==> src/rtl/nn_param_update_bank_pkg.sv <==
// rtl/nn_param_update_bank_pkg.sv - shared encodings for the parameter update bank
// Purpose: update-mode and sign encodings used by the bank and its adder.
// Ports: none (package).
package nn_param_update_bank_pkg;

    localparam logic MODE_LOAD  = 1'b0;
    localparam logic MODE_ACCUM = 1'b1;

    localparam logic SIGN_POS = 1'b0;
    localparam logic SIGN_NEG = 1'b1;

endpackage

==> src/rtl/nn_sm_sat_add.sv <==
// rtl/nn_sm_sat_add.sv - combinational sign-magnitude saturating adder
// Purpose: adds two sign-magnitude operands, clamping the magnitude to all-ones on overflow.
// Ports: a_mag/a_sign (current value), b_mag/b_sign (modifier) in;
//        mag/sign (result), sat (overflow clamped) out.
module nn_sm_sat_add
    import nn_param_update_bank_pkg::*;
#(
    parameter int N = 8
) (
    input  logic [N-1:0] a_mag,
    input  logic         a_sign,
    input  logic [N-1:0] b_mag,
    input  logic         b_sign,
    output logic [N-1:0] mag,
    output logic         sign,
    output logic         sat
);

    logic [N:0] sum;

    always_comb begin
        sum  = {1'b0, a_mag} + {1'b0, b_mag};
        mag  = '0;
        sign = SIGN_POS;
        sat  = 1'b0;
        if (a_sign == b_sign) begin
            sign = a_sign;
            if (sum[N]) begin
                mag = '1;
                sat = 1'b1;
            end else begin
                mag = sum[N-1:0];
            end
        end else if (b_mag > a_mag) begin
            mag  = b_mag - a_mag;
            sign = b_sign;
        end else begin
            mag  = a_mag - b_mag;
            sign = a_sign;
        end
        // Keep a single encoding for zero so downstream never sees "-0".
        if (mag == '0) begin
            sign = SIGN_POS;
        end
    end

endmodule

==> src/rtl/nn_param_update_bank.sv <==
// rtl/nn_param_update_bank.sv - bank of sign-magnitude parameters with gated LOAD/ACCUM updates
// Purpose: holds NCH parameters (magnitude, sign, resistance) updated via one shared
//          two-stage request port; ACCUM applies once every resistance+1 requests.
// Ports: CLK, INIT (sync active-high); EN, UPD_VALID/UPD_READY, UPD_CH, UPD_MODE,
//        MODIFIER, SIGN_MODIFIER, RESISTANCE_NEW request; INITIAL_* reset values;
//        OUT, SIGN_OUT, RESISTANCE_OUT state; UPD_DONE/UPD_APPLIED retire pulse; SAT_FLAG.
module nn_param_update_bank
    import nn_param_update_bank_pkg::*;
#(
    parameter int  N            = 8,
    parameter int  N_RESISTANCE = 8,
    parameter int  NCH          = 4,
    localparam int CH_W         = $clog2(NCH)
) (
    input  logic                      CLK,
    input  logic                      INIT,
    input  logic                      EN,
    input  logic                      UPD_VALID,
    output logic                      UPD_READY,
    input  logic [CH_W-1:0]           UPD_CH,
    input  logic                      UPD_MODE,
    input  logic [N-1:0]              MODIFIER,
    input  logic                      SIGN_MODIFIER,
    input  logic [N_RESISTANCE-1:0]   RESISTANCE_NEW,
    input  logic [NCH*N-1:0]          INITIAL_VALUE,
    input  logic [NCH-1:0]            INITIAL_SIGN,
    input  logic [NCH*N_RESISTANCE-1:0] INITIAL_RESISTANCE,
    output logic [NCH*N-1:0]          OUT,
    output logic [NCH-1:0]            SIGN_OUT,
    output logic [NCH*N_RESISTANCE-1:0] RESISTANCE_OUT,
    output logic                      UPD_DONE,
    output logic                      UPD_APPLIED,
    output logic [NCH-1:0]            SAT_FLAG
);

    logic [N-1:0]            val_q [NCH];
    logic [N_RESISTANCE-1:0] res_q [NCH];
    logic [N_RESISTANCE-1:0] cnt_q [NCH];
    logic [NCH-1:0]          sgn_q;
    logic [NCH-1:0]          sat_q;
    logic                    done_q;
    logic                    applied_q;

    // Stage-1 request register.
    logic                    s1_valid;
    logic [CH_W-1:0]         s1_ch;
    logic                    s1_mode;
    logic [N-1:0]            s1_mod;
    logic                    s1_sign;
    logic [N_RESISTANCE-1:0] s1_res;

    logic [N-1:0]            add_mag;
    logic                    add_sign;
    logic                    add_sat;

    logic [N-1:0]            nxt_val;
    logic                    nxt_sign;
    logic [N_RESISTANCE-1:0] nxt_res;
    logic [N_RESISTANCE-1:0] nxt_cnt;
    logic                    nxt_applied;
    logic                    nxt_sat;

    assign UPD_READY = EN & ~INIT;

    nn_sm_sat_add #(.N(N)) u_add (
        .a_mag  (val_q[s1_ch]),
        .a_sign (sgn_q[s1_ch]),
        .b_mag  (s1_mod),
        .b_sign (s1_sign),
        .mag    (add_mag),
        .sign   (add_sign),
        .sat    (add_sat)
    );

    // Stage 1 reads the registered state directly; a write from the previous
    // request has already landed, so same-channel streaming needs no bypass.
    always_comb begin
        nxt_val     = val_q[s1_ch];
        nxt_sign    = sgn_q[s1_ch];
        nxt_res     = res_q[s1_ch];
        nxt_cnt     = cnt_q[s1_ch];
        nxt_applied = 1'b0;
        nxt_sat     = 1'b0;
        if (s1_mode == MODE_LOAD) begin
            nxt_val     = s1_mod;
            nxt_sign    = s1_sign;
            nxt_res     = s1_res;
            nxt_cnt     = s1_res;
            nxt_applied = 1'b1;
        end else if (cnt_q[s1_ch] != '0) begin
            nxt_cnt = cnt_q[s1_ch] - N_RESISTANCE'(1);
        end else begin
            nxt_val     = add_mag;
            nxt_sign    = add_sign;
            nxt_cnt     = res_q[s1_ch];
            nxt_applied = 1'b1;
            nxt_sat     = add_sat;
        end
    end

    always_ff @(posedge CLK) begin
        if (INIT) begin
            for (int i = 0; i < NCH; i++) begin
                val_q[i] <= INITIAL_VALUE[i*N +: N];
                res_q[i] <= INITIAL_RESISTANCE[i*N_RESISTANCE +: N_RESISTANCE];
                cnt_q[i] <= INITIAL_RESISTANCE[i*N_RESISTANCE +: N_RESISTANCE];
            end
            sgn_q     <= INITIAL_SIGN;
            sat_q     <= '0;
            s1_valid  <= 1'b0;
            done_q    <= 1'b0;
            applied_q <= 1'b0;
        end else begin
            s1_valid <= UPD_VALID & EN;
            if (UPD_VALID & EN) begin
                s1_ch   <= UPD_CH;
                s1_mode <= UPD_MODE;
                s1_mod  <= MODIFIER;
                s1_sign <= SIGN_MODIFIER;
                s1_res  <= RESISTANCE_NEW;
            end
            done_q    <= s1_valid;
            applied_q <= s1_valid & nxt_applied;
            if (s1_valid) begin
                val_q[s1_ch] <= nxt_val;
                sgn_q[s1_ch] <= nxt_sign;
                res_q[s1_ch] <= nxt_res;
                cnt_q[s1_ch] <= nxt_cnt;
                if (nxt_sat) begin
                    sat_q[s1_ch] <= 1'b1;
                end
            end
        end
    end

    for (genvar g = 0; g < NCH; g++) begin : g_out
        assign OUT[g*N +: N]                            = val_q[g];
        assign RESISTANCE_OUT[g*N_RESISTANCE +: N_RESISTANCE] = res_q[g];
    end

    assign SIGN_OUT    = sgn_q;
    assign SAT_FLAG    = sat_q;
    assign UPD_DONE    = done_q;
    assign UPD_APPLIED = applied_q;

endmodule
==> config.mk <==
export PLATFORM = sky130hd
export DESIGN_NAME = nn_param_update_bank
export DESIGN_NICKNAME = d
export VERILOG_FILES = /design/src/rtl/nn_param_update_bank_pkg.sv /design/src/rtl/nn_sm_sat_add.sv /design/src/rtl/nn_param_update_bank.sv
export SDC_FILE = /design/constraint.sdc
export NUM_CORES = 1
export LEC_CHECK = 0
export BUFFER_PORTS_ARGS = -buffer_cell sky130_fd_sc_hd__clkbuf_2
export CORE_MARGIN = 5
export CORE_UTILIZATION = 51
export CTS_BUF_LIST = sky130_fd_sc_hd__clkbuf_4
export CTS_CLUSTER_DIAMETER = 60
export DETAILED_ROUTE_END_ITERATION = 8
export PLACE_DENSITY = 0.79
export SLEW_MARGIN = 20
export SYNTH_ARGS = -nofsm -noshare
export SYNTH_HDL_FRONTEND = slang
export SYNTH_SLANG_ARGS = --single-unit
==> constraint.sdc <==
create_clock -name CLK -period 4.5 [get_ports CLK]
set_input_delay 0.45 -clock CLK [delete_from_list [all_inputs] [get_ports CLK]]
set_output_delay 0.45 -clock CLK [all_outputs]
set_load 0.1 [all_outputs]
; ---- Word level (Yosys, flattened, before mapping)
; Memories as Yosys holds them, arrays and structs flattened. A register that Yosys moved wholly into a read port is not among the register bits.
; Cells that the tools add are included.
[op_classes]
add_sub_neg = 4
magnitude_cmp = 3
n_eq_ne = 1
mux = 43
n_bitwise = 5
n_reduce_logical = 9
[op_table]
columns = cell, n
row1 = two-way mux 8 bit, 11
row2 = OR reduction 8 bit, 3
row3 = two-way mux 1 bit, 21
row4 = subtractor 8 bit, 2
row5 = two-way mux 2 bit, 6
row6 = adder 8 x 8 -> 9 bit, 1
row7 = > comparator 8 bit, 1
row8 = zero test 8 bit, 1
row9 = two-way mux 4 bit, 2
row10 = nonzero test 8 bit, 1
row11 = "subtractor 8 x 1 -> 8 bit, second input constant", 1
row12 = bitwise mux 4 bit, 1
row13 = OR 4 bit, 1
row14 = AND reduction 2 bit, 2
row15 = AND 1 bit, 3
row16 = "less-than comparator 2 x 3 -> 1 bit, second input constant", 1
row17 = binary-select mux 1 bit (select 2 bit), 1
row18 = demux 1 bit (select 2 bit), 1
row19 = "greater-or-equal comparator 2 x 1 -> 1 bit, second input constant", 1
row20 = nonzero test 2 bit, 1
row21 = == test 1 bit, 1
row22 = logical AND 1 bit, 1
row23 = inverter 1 bit, 1
[totals]
ff_bits = 31
ramBits = 96
in_bits = 92
output_inout_bits = 75
word_cells = 78
mem_count = 3
[memory_table]
columns = name, words, width, rd, rd_ports_with_merged_regs, wr, line
row1 = cnt_q, 4, 8, 1, 1, 4, nn_param_update_bank.sv:38  ; logic [N_RESISTANCE-1:0] cnt_q [NCH];
row2 = res_q, 4, 8, 5, 1, 4, nn_param_update_bank.sv:37  ; logic [N_RESISTANCE-1:0] res_q [NCH];
row3 = val_q, 4, 8, 5, 1, 4, nn_param_update_bank.sv:36  ; logic [N-1:0] val_q [NCH];

; ---- Depth between registers and ports, before layout
[logic_depth]
ltp_word = 11
ltp_mapped = 15
ltp_nobuf = 13

; ---- By module
; From an unflattened synthesis, not the netlist that was laid out.
[unflattened]
cells_unflattened = 695
hier_area_um2 = 7671.1
[by_module_without_submodules]
columns = mod, n_inst, cells_each, area_per_inst_um2, seq_area_each_um2
row1 = nn_param_update_bank, 1, 537, 6475.0, 3783.6
row2 = nn_sm_sat_add, 1, 158, 1196.1, 0.0

; ---- Least setup slack after synthesis
; OpenSTA, ideal clock, no wires.
[synth_path]
path_kind = flip-flop to flip-flop
startpoint = memory val_q[2][1]
endpoint = register sgn_q[0], in the netlist SIGN_OUT[0] (data pin)
setup_ns = 0.269
t_arrival_ns = 4.043
t_required_ns = 4.231
slack_ns = 0.188
path_stages_with_launch = 13
path_buffers = 0
period_less_slack_ns = 4.312
cell_sequence = edfxtp_1 -> mux2_2 -> o21ai_0 -> inv_1 -> fa_1 -> and3b_1 -> o21ai_0 -> a21oi_2 -> mux2_2 -> nor3_1 -> o2bb2ai_1 -> o41ai_1 -> nand3_1
[synth_lines]
columns = item, line
row1 = start: declaration, nn_param_update_bank.sv:36
row2 = end signal: indexed assignment, nn_param_update_bank.sv:126  ; sgn_q[s1_ch] <= nxt_sign;
row3 = end: declaration, nn_param_update_bank.sv:39  ; logic [NCH-1:0] sgn_q;

==> impl_metrics.json <==
{
  "fill_cells": 1244,
  "sequential_power_share": 0.449,
  "gpl.final_weighted_congestion": 0.9262,
  "clk_transition_reported_paths_ns": 0.12,
  "data_required_time_at_the_worst_endpoint_ns": 4.82,
  "yosys.area_share.simple": 0.1212,
  "fraction_of_the_mapped_netlist_area_in_compound_gates": 0.1772,
  "criticalPathCategory": "register to register",
  "drt_wl_total_microns": 23350,
  "route.vias.total": 6503,
  "detailed_place_hpwl_microns": 16860,
  "initial_utilization": 0.5193,
  "setup.worst_path.end_class": "register",
  "swShare": 0.3750,
  "cts_inserted_buffers": 17,
  "nets": 966,
  "holdBufCountCts": 0,
  "place_worst_setup_slack_ns": 0.4381,
  "cap_violations": 0,
  "combPwrFrac": 0.302,
  "die_w_microns": 131.7,
  "cts_tree": "built",
  "post_synthesis_instance_total": 681,
  "antenna-diode-count": 0,
  "synth_top_family_by_area": "compound AO/OA/AOI/OAI gates",
  "average_instance_area_after_synthesis_sq_um": 11.08,
  "synthToLayoutAreaGrowth_pct": 17.27,
  "number_of_global_route_vias_before_repair": 6588,
  "power.density_mw_per_mm2": 363.6,
  "final.min_clock_period_ns": 4.121,
  "worst-slew-pin-transition_ns": 1.084,
  "fin_worst_skew_ns": 0.02255,
  "timing.final.max_slew_violations": 0,
  "share_of_yosys_cell_area_claimed_by_the_top_area_cell_type": 0.4775,
  "synth.yosys.seq_area_share": 0.5013,
  "rsz0062_at_grt": "no",
  "grt_pass1_wl_microns": 36110,
  "drtPass1Iterations": 6,
  "cts-root-to-sink-buffers": 2,
  "worstHoldPathType": "primary input to register",
  "hold_violations": 0,
  "tns_ns": 0,
  "clockRootBuffer": "clkbuf_4",
  "core_sq_mm": 0.01453,
  "report.final.setup_viol": 0,
  "design.portCount": 167,
  "timing.critical_path.from_type": "register",
  "vdd_ir_drop_max_mv": 0.2416,
  "final_antenna_net_count": 0,
  "final_critical_path_setup_slack_ns": 0.3787,
  "synth.top_cells.by_area": "edfxtp_1 (48%), o21ai_0 (5.5%), mux4_2 (5.1%)",
  "status": "finished, final reports clean",
  "max_clock_freq_mhz": 242.6,
  "drive_gt1_frac": 0.2972,
  "synth-seq-cells": 129,
  "yosys.area.top_type": "edfxtp_1",
  "portion_of_total_power_attributed_to_the_clock_network": 0.249,
  "async_reset_ff_frac": 0,
  "post_synth_mux_area_share": 0.09765,
  "vias_per_inst": 6.241,
  "die_h_microns": 131.7,
  "overflow": 0,
  "synth_fa_ha_area_frac": 0.05106,
  "rows": 44,
  "port-buffer-count": 166,
  "critical_path_fanout_max": 13,
  "power.internal_mw": 2.012,
  "tritoncts_num_sinks": 129,
  "fraction_of_synthesized_cell_area_in_xor_and_xnor_cells": 0.01160,
  "leakagePower_nw": 3.695,
  "grt_usage": 0.2659,
  "synth_warn": 0,
  "max-slew-margin-rel": 0.2773,
  "timing.critical_path.arrival_ns": 4.44,
  "drtIter0Drc": 751,
  "synth_enable_flop_cells": 120,
  "power.net_switching_mw": 1.207,
  "synthesized_cell_area_sq_mm": 0.007547,
  "detail_route.drc_violations": 0,
  "synth.lib_cells_used.distinct": 74,
  "design.die.area_sq_mm": 0.01733,
  "layout_worst_path_cycle_share": 0.9158,
  "antenna_found_initial": 0,
  "clkLatencyLatePin_ns": 0.58,
  "synth_ff_type": "edfxtp_1",
  "wl_per_cell_microns": 22.41,
  "synth.net_count": 802,
  "cts_max_level": 4,
  "grt_max_degree": 40
}
==> cell type report <==
type,count,area [sq um],share of cell area
clock buffers,19,142.6,0.01612
flip-flops and latches,129,3786,0.4278
inverters,32,120.1,0.01357
multi-input cells,480,3462,0.3912
repair buffers,185,973.4,0.1100
well taps,184,230.2,0.02601
clock inverters,13,136.4,0.01541
==> repair_timing <==
action                     4_1_cts  5_1_grt
buffers inserted                 0        0
gates resized for setup          0        1
setup endpoints to repair        0        1
==> cell usage in the layout (no fill, tap or decap), drive strengths merged, types with 7 or more instances in the layout <==
cell / Yosys / final
mux2i: 14 / 14
buf: 15 / 19
nand2b: 8 / 8
nand2: 83 / 83
a21oi: 23 / 23
edfxtp: 120 / 120
inv: 32 / 34
dfxtp: 9 / 9
nor2b: 9 / 9
a21o: 8 / 8
clkbuf: 25 / 185
nor3: 16 / 16
ha: 26 / 26
nor2: 44 / 44
mux4: 23 / 23
o31ai: 16 / 16
o211ai: 13 / 13
nand3: 7 / 7
o21ai: 89 / 89
==> kinds of logic (layout without fill, tap and decap cells) <==
family,count (synthesis),after routing
mux,42,42
buf+inv,72,249
flops,129,129
compound gates,207,207
fa+ha+maj,29,29
xor+xnor,7,7
simple gates,195,195
==> registers in the layout, indices dropped and copies added (netlist names), named ones only <==
register and count:
SAT_FLAG 4, SIGN_OUT 4, UPD_APPLIED 1, UPD_DONE 1
cnt_q 32, res_q 32, s1_ch 2, s1_mod 8
s1_mode 1, s1_res 8, s1_sign 1, s1_valid 1
val_q 32
==> through the flow <==
stage | power (mW) | hold slack, ns | instances | utilization | area [sq um]
4_1_cts | 3.210 | 0.009957 | 1042 | 0.6089 | 8850
5_1_grt | 3.337 | 0.01155 | 1042 | 0.6090 | 8851
6_report | 3.218 | 0.03735 | 1042 | 0.6090 | 8851
3_5_place_dp | 2.425 | 0.4485 | 1010 | 0.5897 | 8571
3_3_place_gp | 2.422 | 0.4440 | 1010 | 0.5897 | 8571
2_1_floorplan | 2.183 | 0.5489 | 681 | - | 7547
==> path summary, 6_finish.rpt <==
check                      startpoint                  endpoint  slack [ns]  depth (start not counted)
min                       MODIFIER[4]       s1_mod[4]$_DFFE_PP_        0.04                          1
max reg2reg                  register     SIGN_OUT[0]$_DFFE_PP_        0.38                         11
min reg2reg  SAT_FLAG[0]$_SDFFE_PP0P_  SAT_FLAG[0]$_SDFFE_PP0P_        0.46                          2
max                          register     SIGN_OUT[0]$_DFFE_PP_        0.38                         11
==> power by group through the flow <==
stage          combinational (mW)  clock [mW]  sequential (mW)
3_5_place_dp                0.953           0             1.47
4_1_cts                     0.959       0.806             1.44
2_1_floorplan               0.449           0             1.73
3_3_place_gp                0.952           0             1.47
5_1_grt                      1.03       0.856             1.45
6_report                    0.972       0.801             1.45
==> synth_stat cells (all sizes together), types with 4 or more instances <==
library cell	instances
inv	32
clkbuf	25
nand3	7
a22o	4
and2	6
o31ai	16
nor2b	9
mux4	23
nand2	83
nor3	16
xnor2	5
edfxtp	120
o21ai	89
a31o	4
o21a	4
a21oi	23
mux2	5
ha	26
mux2i	14
buf	15
a211oi	4
a21o	8
a31oi	5
o22ai	6
nand2b	8
o211ai	13
dfxtp	9
nor2	44
nand3b	6
==> critical path: stages, from the launching register on <==
cell and delay, ns:
dfxtp_2 0.56, mux4_2 0.64, inv_1 0.09, ha_1 0.37, a211oi_1 0.16, o31ai_1 0.46
o22ai_1 0.30, a211oi_1 0.34, o21ai_0 0.13, o2bb2ai_1 0.29, o41ai_1 0.41, nand3_1 0.12
==> layer usage <==
metal	global-route usage	part of all wire	vias up
li1	-	-	2906
met1	0.3394	0.38	3106
met2	0.4292	0.49	420
met3	0.06804	0.095	71
met4	0.1194	0.038	0
met5	0	0	-
Note: power is estimated with default switching activity, not from simulation.
